--- src/rtl/williams_video_pkg.sv ---
`default_nettype none
// ============================================================================
// williams_video_pkg: shared widths, default blanking constants, lock states.
// Rev 1.0
// ============================================================================
package williams_video_pkg;

    localparam int PCNT_W = 11;
    localparam int LCNT_W = 11;

    localparam int HB_START_DEF = 336;
    localparam int HB_END_DEF   = 40;
    localparam int VB_START_DEF = 246;
    localparam int VB_END_DEF   = 6;

    typedef enum logic [1:0] {
        LOCK_UNLOCKED = 2'd0,
        LOCK_ACQUIRE  = 2'd1,
        LOCK_LOCKED   = 2'd2
    } lock_state_t;

endpackage
`default_nettype wire

--- src/rtl/sync_edge.sv ---
`default_nettype none
// ============================================================================
// sync_edge: rising-edge detector; the history bit only samples when en=1.
// Rev 1.0
// ============================================================================
module sync_edge (
    input  logic clk,
    input  logic reset_n,
    input  logic en,
    input  logic d,
    output logic rise
);

    logic r_d;

    always_ff @(posedge clk or negedge reset_n) begin
        if (!reset_n) begin
            r_d <= 1'b0;
        end else if (en) begin
            r_d <= d;
        end
    end

    assign rise = en & d & ~r_d;

endmodule
`default_nettype wire

--- src/rtl/williams_blank_gen.sv ---
`default_nettype none
// ============================================================================
// williams_blank_gen: regenerates pixel enable, blanking, beam position and a
// sync lock indication from the raw Williams SoC hs/vs.  Rev 1.0
// ============================================================================
module williams_blank_gen
    import williams_video_pkg::*;
#(
    parameter int HB_START    = HB_START_DEF,
    parameter int HB_END      = HB_END_DEF,
    parameter int VB_START    = VB_START_DEF,
    parameter int VB_END      = VB_END_DEF,
    parameter bit FORCE_BLANK = 1'b1
) (
    input  logic        clk_sys,
    input  logic        reset_n,
    input  logic        hs_in,
    input  logic        vs_in,
    output logic        ce_pix,
    output logic        hblank,
    output logic        vblank,
    output logic [9:0]  hpos,
    output logic [10:0] vpos,
    output logic [10:0] frame_lines,
    output logic        locked
);

    localparam logic [PCNT_W-2:0] c_hb_start = (PCNT_W-1)'(HB_START);
    localparam logic [PCNT_W-2:0] c_hb_end   = (PCNT_W-1)'(HB_END);
    localparam logic [LCNT_W-1:0] c_vb_start = LCNT_W'(VB_START);
    localparam logic [LCNT_W-1:0] c_vb_end   = LCNT_W'(VB_END);
    localparam logic [PCNT_W-1:0] c_pmax     = '1;
    localparam logic [LCNT_W-1:0] c_lmax     = '1;

    logic              w_hs_rise;
    logic              w_vs_rise;
    logic              w_sat;
    logic              w_ref_load;
    logic [PCNT_W-1:0] r_pcnt;
    logic [LCNT_W-1:0] r_lcnt;
    logic [LCNT_W-1:0] r_frame_lines;
    logic [LCNT_W-1:0] r_ref_lines;
    logic              r_hblank;
    logic              r_vblank;
    lock_state_t       r_state;
    lock_state_t       w_state_nxt;

    sync_edge u_hs_edge (
        .clk     (clk_sys),
        .reset_n (reset_n),
        .en      (1'b1),
        .d       (hs_in),
        .rise    (w_hs_rise)
    );

    // vs is only looked at on line starts, so its edge is line-aligned.
    sync_edge u_vs_edge (
        .clk     (clk_sys),
        .reset_n (reset_n),
        .en      (w_hs_rise),
        .d       (vs_in),
        .rise    (w_vs_rise)
    );

    always_ff @(posedge clk_sys or negedge reset_n) begin
        if (!reset_n) begin
            r_pcnt        <= '0;
            r_lcnt        <= '0;
            r_frame_lines <= '0;
        end else begin
            if (w_hs_rise) begin
                r_pcnt <= '0;
            end else if (r_pcnt != c_pmax) begin
                r_pcnt <= r_pcnt + 1'b1;
            end
            if (w_hs_rise) begin
                if (w_vs_rise) begin
                    r_frame_lines <= r_lcnt;
                    r_lcnt        <= '0;
                end else if (r_lcnt != c_lmax) begin
                    r_lcnt <= r_lcnt + 1'b1;
                end
            end
        end
    end

    // END comparison is checked first so that START==END leaves blanking off.
    always_ff @(posedge clk_sys or negedge reset_n) begin
        if (!reset_n) begin
            r_hblank <= 1'b1;
            r_vblank <= 1'b1;
        end else begin
            if (r_pcnt[PCNT_W-1:1] == c_hb_end) begin
                r_hblank <= 1'b0;
            end else if (r_pcnt[PCNT_W-1:1] == c_hb_start) begin
                r_hblank <= 1'b1;
            end
            if (r_lcnt == c_vb_end) begin
                r_vblank <= 1'b0;
            end else if (r_lcnt == c_vb_start) begin
                r_vblank <= 1'b1;
            end
        end
    end

    assign w_sat = (r_pcnt == c_pmax) | (r_lcnt == c_lmax);

    always_ff @(posedge clk_sys or negedge reset_n) begin
        if (!reset_n) begin
            r_state     <= LOCK_UNLOCKED;
            r_ref_lines <= '0;
        end else begin
            r_state <= w_state_nxt;
            if (w_ref_load) begin
                r_ref_lines <= r_lcnt;
            end
        end
    end

    always_comb begin
        w_state_nxt = r_state;
        w_ref_load  = 1'b0;
        if (w_sat) begin
            w_state_nxt = LOCK_UNLOCKED;
        end else if (w_vs_rise) begin
            case (r_state)
                LOCK_UNLOCKED: begin
                    w_state_nxt = LOCK_ACQUIRE;
                    w_ref_load  = 1'b1;
                end
                LOCK_ACQUIRE: begin
                    if (r_lcnt == r_ref_lines) begin
                        w_state_nxt = LOCK_LOCKED;
                    end else begin
                        w_ref_load = 1'b1;
                    end
                end
                LOCK_LOCKED: begin
                    if (r_lcnt != r_ref_lines) begin
                        w_state_nxt = LOCK_ACQUIRE;
                        w_ref_load  = 1'b1;
                    end
                end
                default: w_state_nxt = LOCK_UNLOCKED;
            endcase
        end
    end

    assign locked      = (r_state == LOCK_LOCKED);
    assign ce_pix      = r_pcnt[0];
    assign hpos        = r_pcnt[PCNT_W-1:1];
    assign vpos        = r_lcnt;
    assign frame_lines = r_frame_lines;
    assign hblank      = r_hblank | (FORCE_BLANK & ~locked);
    assign vblank      = r_vblank | (FORCE_BLANK & ~locked);

endmodule
`default_nettype wire

--- config.mk ---
export PLATFORM = sky130hd
export DESIGN_NAME = williams_blank_gen
export DESIGN_NICKNAME = d
export VERILOG_FILES = /design/src/rtl/williams_video_pkg.sv /design/src/rtl/sync_edge.sv /design/src/rtl/williams_blank_gen.sv
export SDC_FILE = /design/constraint.sdc
export NUM_CORES = 1
export LEC_CHECK = 0
export ABC_AREA = 1
export CORE_ASPECT_RATIO = 0.8
export CORE_MARGIN = 2
export CORE_UTILIZATION = 24
export CTS_CLUSTER_DIAMETER = 80
export CTS_CLUSTER_SIZE = 16
export DETAILED_ROUTE_END_ITERATION = 16
export PLACE_DENSITY = 0.46
export SYNTH_ARGS = -nofsm -noshare
export SYNTH_HDL_FRONTEND = slang
export SYNTH_SLANG_ARGS = --single-unit
export TNS_END_PERCENT = 100
--- constraint.sdc ---
create_clock -name clk_sys -period 2.6 [get_ports clk_sys]
set_input_delay 0.39 -clock clk_sys [delete_from_list [all_inputs] [get_ports clk_sys]]
set_output_delay 0.39 -clock clk_sys [all_outputs]
set_load 0.01 [all_outputs]
* Word-level counts from Yosys, hierarchy flattened
Cells that the tools add are included.
** Storage, ports and cells
- Register bits :: 50
- Latch bits :: 0
- Bits in writable memories :: 0
- Memory bits (read-only) :: 0
- Bits of input ports :: 4
- Output and inout port bits :: 36
- Word-level logic and storage cells :: 61
- Memories kept :: 0
** Operators by class
- Add/sub/neg operators :: 2
- Multiply operators :: 0
- Divide/modulo/power cells :: 0
- Order comparisons :: 0
- Equality and inequality tests :: 14
- Shift operators :: 0
- Muxes and demuxes :: 18
- Bitwise logic cells :: 9
- Reduce and logical (&&, ||, !) cells :: 9
** Operators with widths (number)
- two-way mux 11 bit :: 4
- adder 11 x 1 -> 11 bit, second input constant :: 2
- == test 11 bit, second input constant :: 2
- != test 11 bit, second input constant :: 2
- == test 11 bit :: 1
- == test 11 x 3 -> 1 bit, second input constant :: 1
- == test 11 x 8 -> 1 bit, second input constant :: 1
- != test 11 bit :: 1
- == test 10 x 6 -> 1 bit, second input constant :: 1
- == test 10 x 9 -> 1 bit, second input constant :: 1
- nonzero test 2 bit :: 5
- two-way mux 1 bit :: 8
- two-way mux 2 bit :: 4
- case mux 2 bit (3 select lines) :: 1
- AND reduction 2 bit :: 2
- bitwise AND 1 bit :: 3
- != test 3 x 1 -> 1 bit, second input constant :: 1
- != test 3 bit, second input constant :: 1
- NOT 1 bit :: 3
- OR 1 bit :: 3
- case mux 1 bit (3 select lines) :: 1
- AND reduction 3 bit :: 1
- == test 2 x 1 -> 1 bit, second input constant :: 1
- == test 2 bit, second input constant :: 1
- logical NOT 2 bit :: 1

* Depth between registers and ports, before layout
Gate-level depths: netlist (run 1).
- Depth after elaboration :: 6
- Mapped depth :: 13
- Mapped depth without buffers :: 11

* Modules after synthesis
From an unflattened synthesis (run 1), not the netlist that was laid out.
** Unflattened totals
- Cells, all modules :: 366
- Area total of the unflattened synthesis :: 2745.1 µm²
** By module, submodules not included
- williams_blank_gen :: instances 1, cells each 354, area each 2652.5 µm², seq. area each 1203.7 µm²
- sync_edge :: instances 2, cells each 6, area each 46.3 µm², seq. area each 25.0 µm²

* Worst setup path before layout (run 1)
Ideal clock, no wire load.
- Path kind :: reg2reg
- Start point :: reg r_lcnt[0] (netlist: vpos[0])
- End point :: reg r_ref_lines[5]
- Library setup time :: 0.117 ns
- Data arrival time :: 1.425 ns
- Required time :: 2.483 ns
- Slack :: 1.058 ns
- Stages on the path, launching flop included :: 11
- Path buffers :: 1
- Cell sequence :: dfrtp_1 > ha_1 > inv_1 > nor2_4 > nand3_2 > nand2_2 > nor2_4 > nand2_4 > buf_6 > nand2_1 > nand2_1
** On the way
- Word-level cells in the longest chain between the ends :: 5
- Elaborated cells on any way between the ends :: 9
** RTL lines
- start: declaration :: line williams_blank_gen.sv:40 : logic [LCNT_W-1:0] r_lcnt;
- start signal: assignment :: line williams_blank_gen.sv:81 : r_lcnt <= r_lcnt + 1'b1;
- != test 11 bit or == test 11 bit (tied branches) :: line williams_blank_gen.sv:139, williams_blank_gen.sv:132
- two-way mux 1 bit, on equally long branches :: line williams_blank_gen.sv:139, williams_blank_gen.sv:132
- case mux 1 bit (3 select lines) :: line williams_blank_gen.sv:126 : case (r_state)
- two-way mux 1 bit :: line williams_blank_gen.sv:125 : end else if (w_vs_rise) begin
- two-way mux 1 bit (*) :: line williams_blank_gen.sv:123 : if (w_sat) begin
- end signal: assignment :: line williams_blank_gen.sv:115 : r_ref_lines <= r_lcnt;
- end: declaration :: line williams_blank_gen.sv:42 : logic [LCNT_W-1:0] r_ref_lines;
Mark *: on every way between the ends. The rest lies on a longest branch, timed or not.
A chain may end at the register's enable or synchronous reset.

* Worst setup path after layout (run 1)
- Start point :: reg r_state[1]
- End point :: out vblank
** On the way
- Word-level cells in the longest chain between the ends :: 3
** RTL lines
- start: declaration :: line williams_blank_gen.sv:45 : lock_state_t r_state;
- start signal: assignment :: line williams_blank_gen.sv:113 : r_state <= w_state_nxt;
- == test 2 bit :: line williams_blank_gen.sv:149 : assign locked = (r_state == LOCK_LOCKED);
- NOT 1 bit :: line williams_blank_gen.sv:155 : assign vblank = r_vblank | (FORCE_BLANK & ~locked);
- OR 1 bit :: line williams_blank_gen.sv:155
- end: declaration :: line williams_blank_gen.sv:21 : output logic vblank,
No other way between the ends.

==> results by stage, run 1 <==
Logic synthesis:
- The top-area cell type share of the netlist area is 0.4392.
- Synthesis produced 352 cells.
- The synthesized flop and latch total is 50.
- The biggest area contributor in the post-synthesis netlist is sky130_fd_sc_hd__dfrtp_1.
- Yosys attributes the largest share of cell area to sky130_fd_sc_hd__dfrtp_1 (44%), sky130_fd_sc_hd__nand2_1 (15%), sky130_fd_sc_hd__inv_1 (5.4%).
- The number of distinct standard cells referenced by the synthesized netlist is 32.
- The total standard cell area after synthesis is 0.002735 mm^2.
- The warning count from the yosys run is 0.
- The per-instance average area after synthesis is 7.770 um^2.
- The total nets after synthesis is 359.
- The share of the Yosys chip area taken by registers is 0.4584.

Global route:
- After global routing the overflow that remains totals 0.
- The largest net degree at the start of global routing is 51.
- In the global route stage, overall resource usage came out at 0.1259.
- The initial antenna violation count is 0.
- The via count of the first global-routing pass came to 2230.
- The first global-routing pass estimated 11.95 mm of wire.

Clock tree:
- The number of hold buffers added after CTS is 0.
- The number of buffers added for setup after CTS is 0.
- The CTS buffer count is 5.
- The H-tree generated during clock tree synthesis spans 2 levels.
- The root buffer cell is sky130_fd_sc_hd__clkbuf_16.
- TritonCTS built the clock tree.
- The maximum clock insertion buffer count is 2.
- Clock-pin slew was measured on the worst setup and hold paths at 70 ps.
- The tree built by TritonCTS fans out to 50 sinks.
- The clock latency at the later pin of the worst-skew pair is 290 ps.
- The quantity of gates resized following cts is 0.

Worst setup path:
- The end of the worst register-to-register path is r_ref_lines[2].
- STA classifies the critical path endpoint as an output pin.
- Along the worst path, the maximum fanout reaches 5.
- STA classifies the critical path startpoint as a flip-flop.
- The source of the worst register-to-register timing path is vpos[0].
- The setup path with the least slack is of type flip-flop to output pin.
- The worst endpoint data arrival time is 1870 ps.
- Measured in cells, the most critical reg-to-reg path has a length of 9.
- The minimum setup slack among reg-to-reg paths is 760 ps.
- STA puts the critical path data required time at 2210 ps.

Layout:
- The relative area change from synthesis to final layout is 25.80%.
- The core occupancy in the finished layout is 0.3135.
- The number of diodes is 0.
- The final layout net count is 398.
- Of the cells placed in the final design, the portion with a size suffix greater than 1 is 0.1046.

Route:
- The routed layout has 2357 vias.
- The number of design-rule violations left by the first detailed-router iteration is 151.
- After detailed routing, the number of remaining DRC violations is 0.
- The number of nets with antenna violations after routing is 0.
- The final layout contains routed wiring with a total length of 7.103 mm.
- The number of iterations in the first detailed-routing pass is 5.
- In the routed layout, each cell is associated on average with a via count of 4.397.
- In the final routed layout, each cell accounts on average for 13.25 um.

STA:
- Setup repair after global routing left no endpoint under its margin.
- The number of hold violations in the final report is 0.
- In the post-route analysis, the smallest setup slack over all paths is 341.1 ps.
- The routed design could run at a clock period as short as 2259 ps.
- The final hold slack is 215.6 ps.
- The final count of negative-setup-slack endpoints is 0.
- Between clock sinks in the finished design, the worst skew comes to 6.498 ps.
- The total count of max-transition violations in the final report is 0.
- The maximum operating frequency is 0.4427 GHz.
- The worst-margin pin slew is 659.4 ps.
- Of the available clock period, the critical path in the final layout requires 0.8688.
- The total negative slack for setup checks is 0 ps.
- The headroom to the max-slew limit is 0.5604.

Flow run:
- The tool flagged a number of max-cap violations equal to 0.

Worst hold path:
- The path class of the tightest hold or removal check is input port to asynchronous set/reset pin.

Floorplan:
- After floorplanning, the core was divided into 34 placement rows.
- The die covers 0.01227 mm^2.
- The die height is 99.49 um.
- The initial standard-cell utilization of the core is 0.2492.
- The standard cell core area is 0.01098 mm^2.
- The boundary pin count is 40.
- The horizontal die dimension is 123.4 um.

Place:
- The setup slack after placement is 283.3 ps.
- Summed over all nets, the half-perimeter wirelength after detailed placement is 5.359 mm.
- The quantity of I/O buffers inserted on ports is 39.
- Routability-driven placement finished with a final weighted congestion of 0.8135.

Pwr:
- For this design the ratio of total power to cell area is 812.3 mW/mm^2.
- The leakage power total is 1.547 nW.
- The peak supply drop is 0.2949 mV.

Status:
- The run finished with clean final reports.
## per-stage QoR
step / area (um^2) / instances / power [mW]
2_1_floorplan: 2735 / 352 / 1.601
3_5_place_dp: 3242 / 528 / 1.951
3_3_place_gp: 3242 / 528 / 1.941
6_report: 3441 / 536 / 2.795
5_1_grt: 3441 / 536 / 3.002
4_1_cts: 3441 / 536 / 2.829
## critical path, stage by stage, from the launching register on
cell and delay (ps):
sky130_fd_sc_hd__dfrtp_1 430, sky130_fd_sc_hd__inv_1 80, sky130_fd_sc_hd__nor2_1 180, sky130_fd_sc_hd__inv_1 130, sky130_fd_sc_hd__or2_2 290, sky130_fd_sc_hd__clkdlybuf4s50_1 480
## registers in the layout, summed over array words and instances (netlist names)
signal	count
frame_lines	11
r_pcnt	11
r_ref_lines	11
vpos	11
r_state	2
r_hblank	1
r_vblank	1
u_hs_edge.r_d	1
u_vs_edge.r_d	1
## area by class of cell
cell class	instances	area, um^2
inverter	45	168.9
clock inverter	2	60.06
tap	144	180.2
fill	1175	7535
sequential	50	1254
clock buffer	6	138.9
multi-input combinational	248	1239
timing repair buffer	41	400.4
## worst max-delay path by stage
| stage | startpoint | to | slack (ps) |
|---|---|---|---|
| finish | r_state[1] | vblank | 340 |
| floorplan | vpos[0] | r_ref_lines[5] | 1060 |
| global placement | hs_in | r_ref_lines[9] | 330 |
| detailed placement | hs_in | r_ref_lines[2] | 280 |
| global route | r_state[1] | vblank | 240 |
| CTS | r_state[1] | vblank | 310 |
## cell usage in the layout (no fill, tap or decap), types with 3 or more instances in the layout
cell	netlist	final
sky130_fd_sc_hd__nor2_1	22	22
sky130_fd_sc_hd__a21oi_1	10	10
sky130_fd_sc_hd__o31ai_1	4	4
sky130_fd_sc_hd__nand2_1	106	106
sky130_fd_sc_hd__inv_1	39	39
sky130_fd_sc_hd__xnor2_1	4	4
sky130_fd_sc_hd__o21ai_1	4	4
sky130_fd_sc_hd__nand4_1	7	7
sky130_fd_sc_hd__inv_2	6	6
sky130_fd_sc_hd__clkdlybuf4s50_1	0	38
sky130_fd_sc_hd__nand2_2	7	7
sky130_fd_sc_hd__clkbuf_16	0	5
sky130_fd_sc_hd__nor3_1	12	12
sky130_fd_sc_hd__o21ai_0	18	18
sky130_fd_sc_hd__dfrtp_1	48	48
sky130_fd_sc_hd__nand3_1	29	29
sky130_fd_sc_hd__ha_1	3	3
sky130_fd_sc_hd__nor2_4	5	5
## cells in the mapped netlist
master                     number
sky130_fd_sc_hd__nand2_1      106
sky130_fd_sc_hd__dfrtp_1       48
sky130_fd_sc_hd__inv_1         39
sky130_fd_sc_hd__nand3_1       29
sky130_fd_sc_hd__nor2_1        22
sky130_fd_sc_hd__o21ai_0       18
sky130_fd_sc_hd__nor3_1        12
sky130_fd_sc_hd__a21oi_1       10
sky130_fd_sc_hd__nand2_2        7
sky130_fd_sc_hd__nand4_1        7
sky130_fd_sc_hd__inv_2          6
sky130_fd_sc_hd__nor2_4         5
sky130_fd_sc_hd__buf_6          4
sky130_fd_sc_hd__o21ai_1        4
sky130_fd_sc_hd__o31ai_1        4
sky130_fd_sc_hd__xnor2_1        4
sky130_fd_sc_hd__ha_1           3
sky130_fd_sc_hd__a32o_1         2
sky130_fd_sc_hd__buf_2          2
sky130_fd_sc_hd__buf_4          2
sky130_fd_sc_hd__dfstp_2        2
sky130_fd_sc_hd__nand2_4        2
sky130_fd_sc_hd__nand3_2        2
sky130_fd_sc_hd__nor2_2         2
sky130_fd_sc_hd__nor4_1         2
sky130_fd_sc_hd__or2_2          2
sky130_fd_sc_hd__a21boi_0       1
sky130_fd_sc_hd__a31oi_1        1
sky130_fd_sc_hd__clkbuf_1       1
sky130_fd_sc_hd__nor3_2         1
sky130_fd_sc_hd__nor3_4         1
sky130_fd_sc_hd__o22ai_1        1
## power by group
| part | leakage (nW) | switching, mW | internal [mW] | total (mW) |
|---|---|---|---|---|
| Clock | 0.0971 | 0.295 | 0.578 | 0.873 |
| Combinational | 0.791 | 0.446 | 0.371 | 0.817 |
| Sequential | 0.659 | 0.178 | 0.927 | 1.10 |
## layer usage
layer	GRT usage	routed length, um
met2	0.1754	2860
met3	0.02752	433
met1	0.1914	3704
met4	0.03934	104
met5	0	0
## kinds of logic (layout without fill, tap and decap cells)
kind of cell / Yosys count / after routing / share of synthesized area
AOI/OAI and AO/OA: 41 / 41 / 0.08418
xor gates and xnor gates: 4 / 4 / 0.01281
adders and majority gates: 3 / 3 / 0.01373
buffers and inverters: 54 / 94 / 0.08874
DFF: 50 / 50 / 0.4584
and+or+nand+nor: 200 / 200 / 0.3422
Note: power is estimated with default switching activity, not from simulation.
==> run 2: changes to the inputs <==
CAP_MARGIN = 20   (was not set)
==> results of run 2 <==
No change in the layout: final DEF, timing and power equal those of run 1.
==> run 3: changes to the inputs <==
RECOVER_POWER = 25   (was not set)
==> results by stage, run 3 (synthesis gave the netlist of run 1 again) <==
STA:
- The total count of max-transition violations in the final report is 0 (unchanged).
- The final count of negative-setup-slack endpoints came to 0 (unchanged).
- The headroom to the max-slew limit is 0.1464 (was 0.5604).
- The portion of the clock cycle consumed by the worst path in the final layout came to 0.8688 (unchanged).
- Setup repair after global routing missed its margin: no (unchanged).
- The maximum operating frequency is 0.4427 GHz (unchanged).
- The post-route minimum period is 2259 ps (unchanged).
- The worst-margin pin slew came to 1280 ps (was 659.4 ps).
- The final worst clock skew came to 6.498 ps (unchanged).
- The number of hold violations in the final report is 0 (unchanged).
- The total negative slack for setup checks is 0 ps (unchanged).
- The final hold slack is 461.9 ps (was 215.6 ps).

Worst setup path:
- The minimum setup slack among reg-to-reg paths came to 760 ps (about the same).
- The sum of buffers and inverters on the critical path is 3 (unchanged).
- The kind of capture point of the worst setup path was an output pin (unchanged).
- The source of the worst register-to-register timing path is vpos[0] (unchanged).
- The launch point of the critical path is r_state[1] (unchanged).
- The critical path's largest stage delay is 480 ps (about the same).
- The dominant cell type by count on the critical path was sky130_fd_sc_hd__inv_1 (unchanged).
- The end of the worst register-to-register path is r_ref_lines[2] (unchanged).
- The slowest stage cell on the critical path is sky130_fd_sc_hd__clkdlybuf4s50_1 (unchanged).
- The biggest fanout along the worst timing path is 5 (unchanged).
- Cells along the critical path: inv_1 > nor2_1 > inv_1 > or2_2 > clkdlybuf4s50_1 (unchanged).
- The kind of start point of the critical path is a flip-flop (unchanged).
- The logic depth of the worst register-to-register path was 9 (unchanged).
- The type of the setup path with the least slack is flip-flop to output pin (unchanged).
- The worst endpoint data arrival time is 1870 ps (about the same).
- The cell class contributing the biggest share of worst-path delay is buffers and inverters (unchanged).
- The data required time at the worst endpoint was 2210 ps (about the same).

Floorplan:
- The die height was 99.49 um (unchanged).
- The area of the die is 0.01227 mm^2 (unchanged).
- The horizontal die dimension is 123.4 um (unchanged).
- The standard cell core area came to 0.01098 mm^2 (unchanged).
- The boundary pin count is 40 (unchanged).
- The initial standard-cell utilization of the core is 0.2492 (unchanged).
- The number of cell rows is 34 (unchanged).

Global route:
- The first-pass GRT wire length came to 11.95 mm (unchanged).
- The overall overflow remaining after global route was 0 (unchanged).
- The overall track demand over capacity in global routing came to 0.1259 (unchanged).
- The initial antenna violation count is 0 (unchanged).
- The largest net degree at the start of global routing is 51 (unchanged).
- The via count of the first global-routing pass is 2230 (unchanged).

Clock tree:
- The CTS buffer count is 5 (unchanged).
- The clock latency at the later pin of the worst-skew pair came to 290 ps (about the same).
- The number of buffers added for setup after CTS is 0 (unchanged).
- The number of hold buffers added after CTS is 0 (unchanged).
- The maximum clock insertion buffer count is 2 (unchanged).
- The count of H-tree levels built during CTS was 2 (unchanged).
- The post-CTS clock slew at the launch and capture registers of the worst setup and hold paths is 70 ps (about the same).
- The total number of clock tree sinks came to 50 (unchanged).
- The TritonCTS clock tree is built (unchanged).
- The root buffer cell is sky130_fd_sc_hd__clkbuf_16 (unchanged).
- The quantity of gates resized following cts came to 0 (unchanged).

Place:
- The final RePlAce weighted congestion is 0.8135 (unchanged).
- The quantity of I/O buffers inserted on ports is 39 (unchanged).
- The total half-perimeter wirelength after legalization and detailed placement is 5.359 mm (unchanged).
- The post-placement cell count came to 528 (unchanged).

Pwr:
- The leakage power total is 1.547 nW (about the same).
- The power density relative to cell area is 812.6 mW/mm^2 (was 812.3 mW/mm^2).
- The peak supply drop is 0.2949 mV (about the same).

Route:
- The average routed wire per standard cell was 13.25 um (unchanged).
- The number of nets with antenna violations after routing is 0 (unchanged).
- The routed wire length is 7.103 mm (unchanged).
- The number of iterations in the first detailed-routing pass is 5 (unchanged).
- The via count normalized by instance count is 4.397 (unchanged).
- The count of unresolved DRC violations after routing is 0 (unchanged).
- The via total after detailed routing is 2357 (unchanged).
- The number of design-rule violations left by the first detailed-router iteration is 151 (unchanged).

Layout:
- The relative area change from synthesis to final layout is 25.71% (was 25.80%).
- The final non-filler cell total was 536 (unchanged).
- The filler cell count came to 1175 (unchanged).
- The most common library cell in the layout ignoring fill and taps is sky130_fd_sc_hd__nand2_1 (unchanged).
- The area taken by flip-flops and latches is 0.001254 mm^2 (unchanged).
- The area of the multi-input gates came to 0.001239 mm^2 (unchanged).
- The number of diodes is 0 (unchanged).
- The final layout net count was 398 (unchanged).
- Most frequent cells in the layout: sky130_fd_sc_hd__nand2_1 (106), sky130_fd_sc_hd__dfrtp_1 (48), sky130_fd_sc_hd__inv_1 (39), sky130_fd_sc_hd__clkdlybuf4s50_1 (37), sky130_fd_sc_hd__nand3_1 (29) (was sky130_fd_sc_hd__nand2_1 (106), sky130_fd_sc_hd__dfrtp_1 (48), sky130_fd_sc_hd__inv_1 (39), sky130_fd_sc_hd__clkdlybuf4s50_1 (38), sky130_fd_sc_hd__nand3_1 (29)).
- The fraction of final layout cells sized beyond drive strength 1 is 0.1046 (unchanged).

Flow run:
- The number of max-cap violations is 0 (unchanged).

Status:
- Result of the run: finished, final reports clean (unchanged).

Worst hold path:
- The class of the most critical hold timing path was input port to asynchronous set/reset pin (unchanged).
## run 3: cell count changes in the layout (fill, tap and decap cells not counted)
cell	change
sky130_fd_sc_hd__buf_4	-1
sky130_fd_sc_hd__clkbuf_2	+1
sky130_fd_sc_hd__dlygate4sd3_1	+1
sky130_fd_sc_hd__clkdlybuf4s50_1	-1
## run 3: stage by stage
stage	utilization	power, mW	instance area (um^2)	setup WS (ps)
finish	0.3133	2.794	3438	341.1
global route	0.3133	3.002	3438	237.3
CTS	0.3135	2.829	3441	310.7
detailed placement	0.2954	1.951	3242	283.3
global placement	0.2954	1.941	3242	325.4
floorplan	-	1.601	2735	1058
## run 3: worst max-delay path by stage
stage	end	slack, ps	cells past startpoint
2_1_floorplan	r_ref_lines[5]	1060	10
3_3_place_gp	r_ref_lines[9]	330	10
3_5_place_dp	r_ref_lines[2]	280	10
4_1_cts	vblank	310	5
5_1_grt	vblank	240	5
6_report	vblank	340	5
## run 3: worst register-to-register path: cells and delay by family, from the launching register on
family	cells	cell delay, ps
simple gates	7	870
buf+inv	1	110
flops	1	490
fa+ha+maj	1	260
## run 3: per-layer routing
| metal | share of wire | GRT usage | up-vias |
|---|---|---|---|
| met5 | 0 | 0 | - |
| met4 | 0.015 | 0.03934 | 0 |
| met3 | 0.061 | 0.02752 | 7 |
| met2 | 0.40 | 0.1754 | 51 |
| met1 | 0.52 | 0.1914 | 1086 |
| li1 | - | - | 1213 |
## run 3: power by group
group          total (mW)  switching, mW  internal, mW
Sequential           1.10          0.178         0.927
Combinational       0.816          0.446         0.370
Clock               0.873          0.295         0.578
## run 3: final cells by class
class / count / share of cell area
Clock buffer: 6 / 0.04039
Clock inverter: 2 / 0.01747
Inverter: 45 / 0.04913
Multi-Input combinational cell: 248 / 0.3603
Sequential cell: 50 / 0.3646
Tap cell: 144 / 0.05240
Timing Repair Buffer: 41 / 0.1157
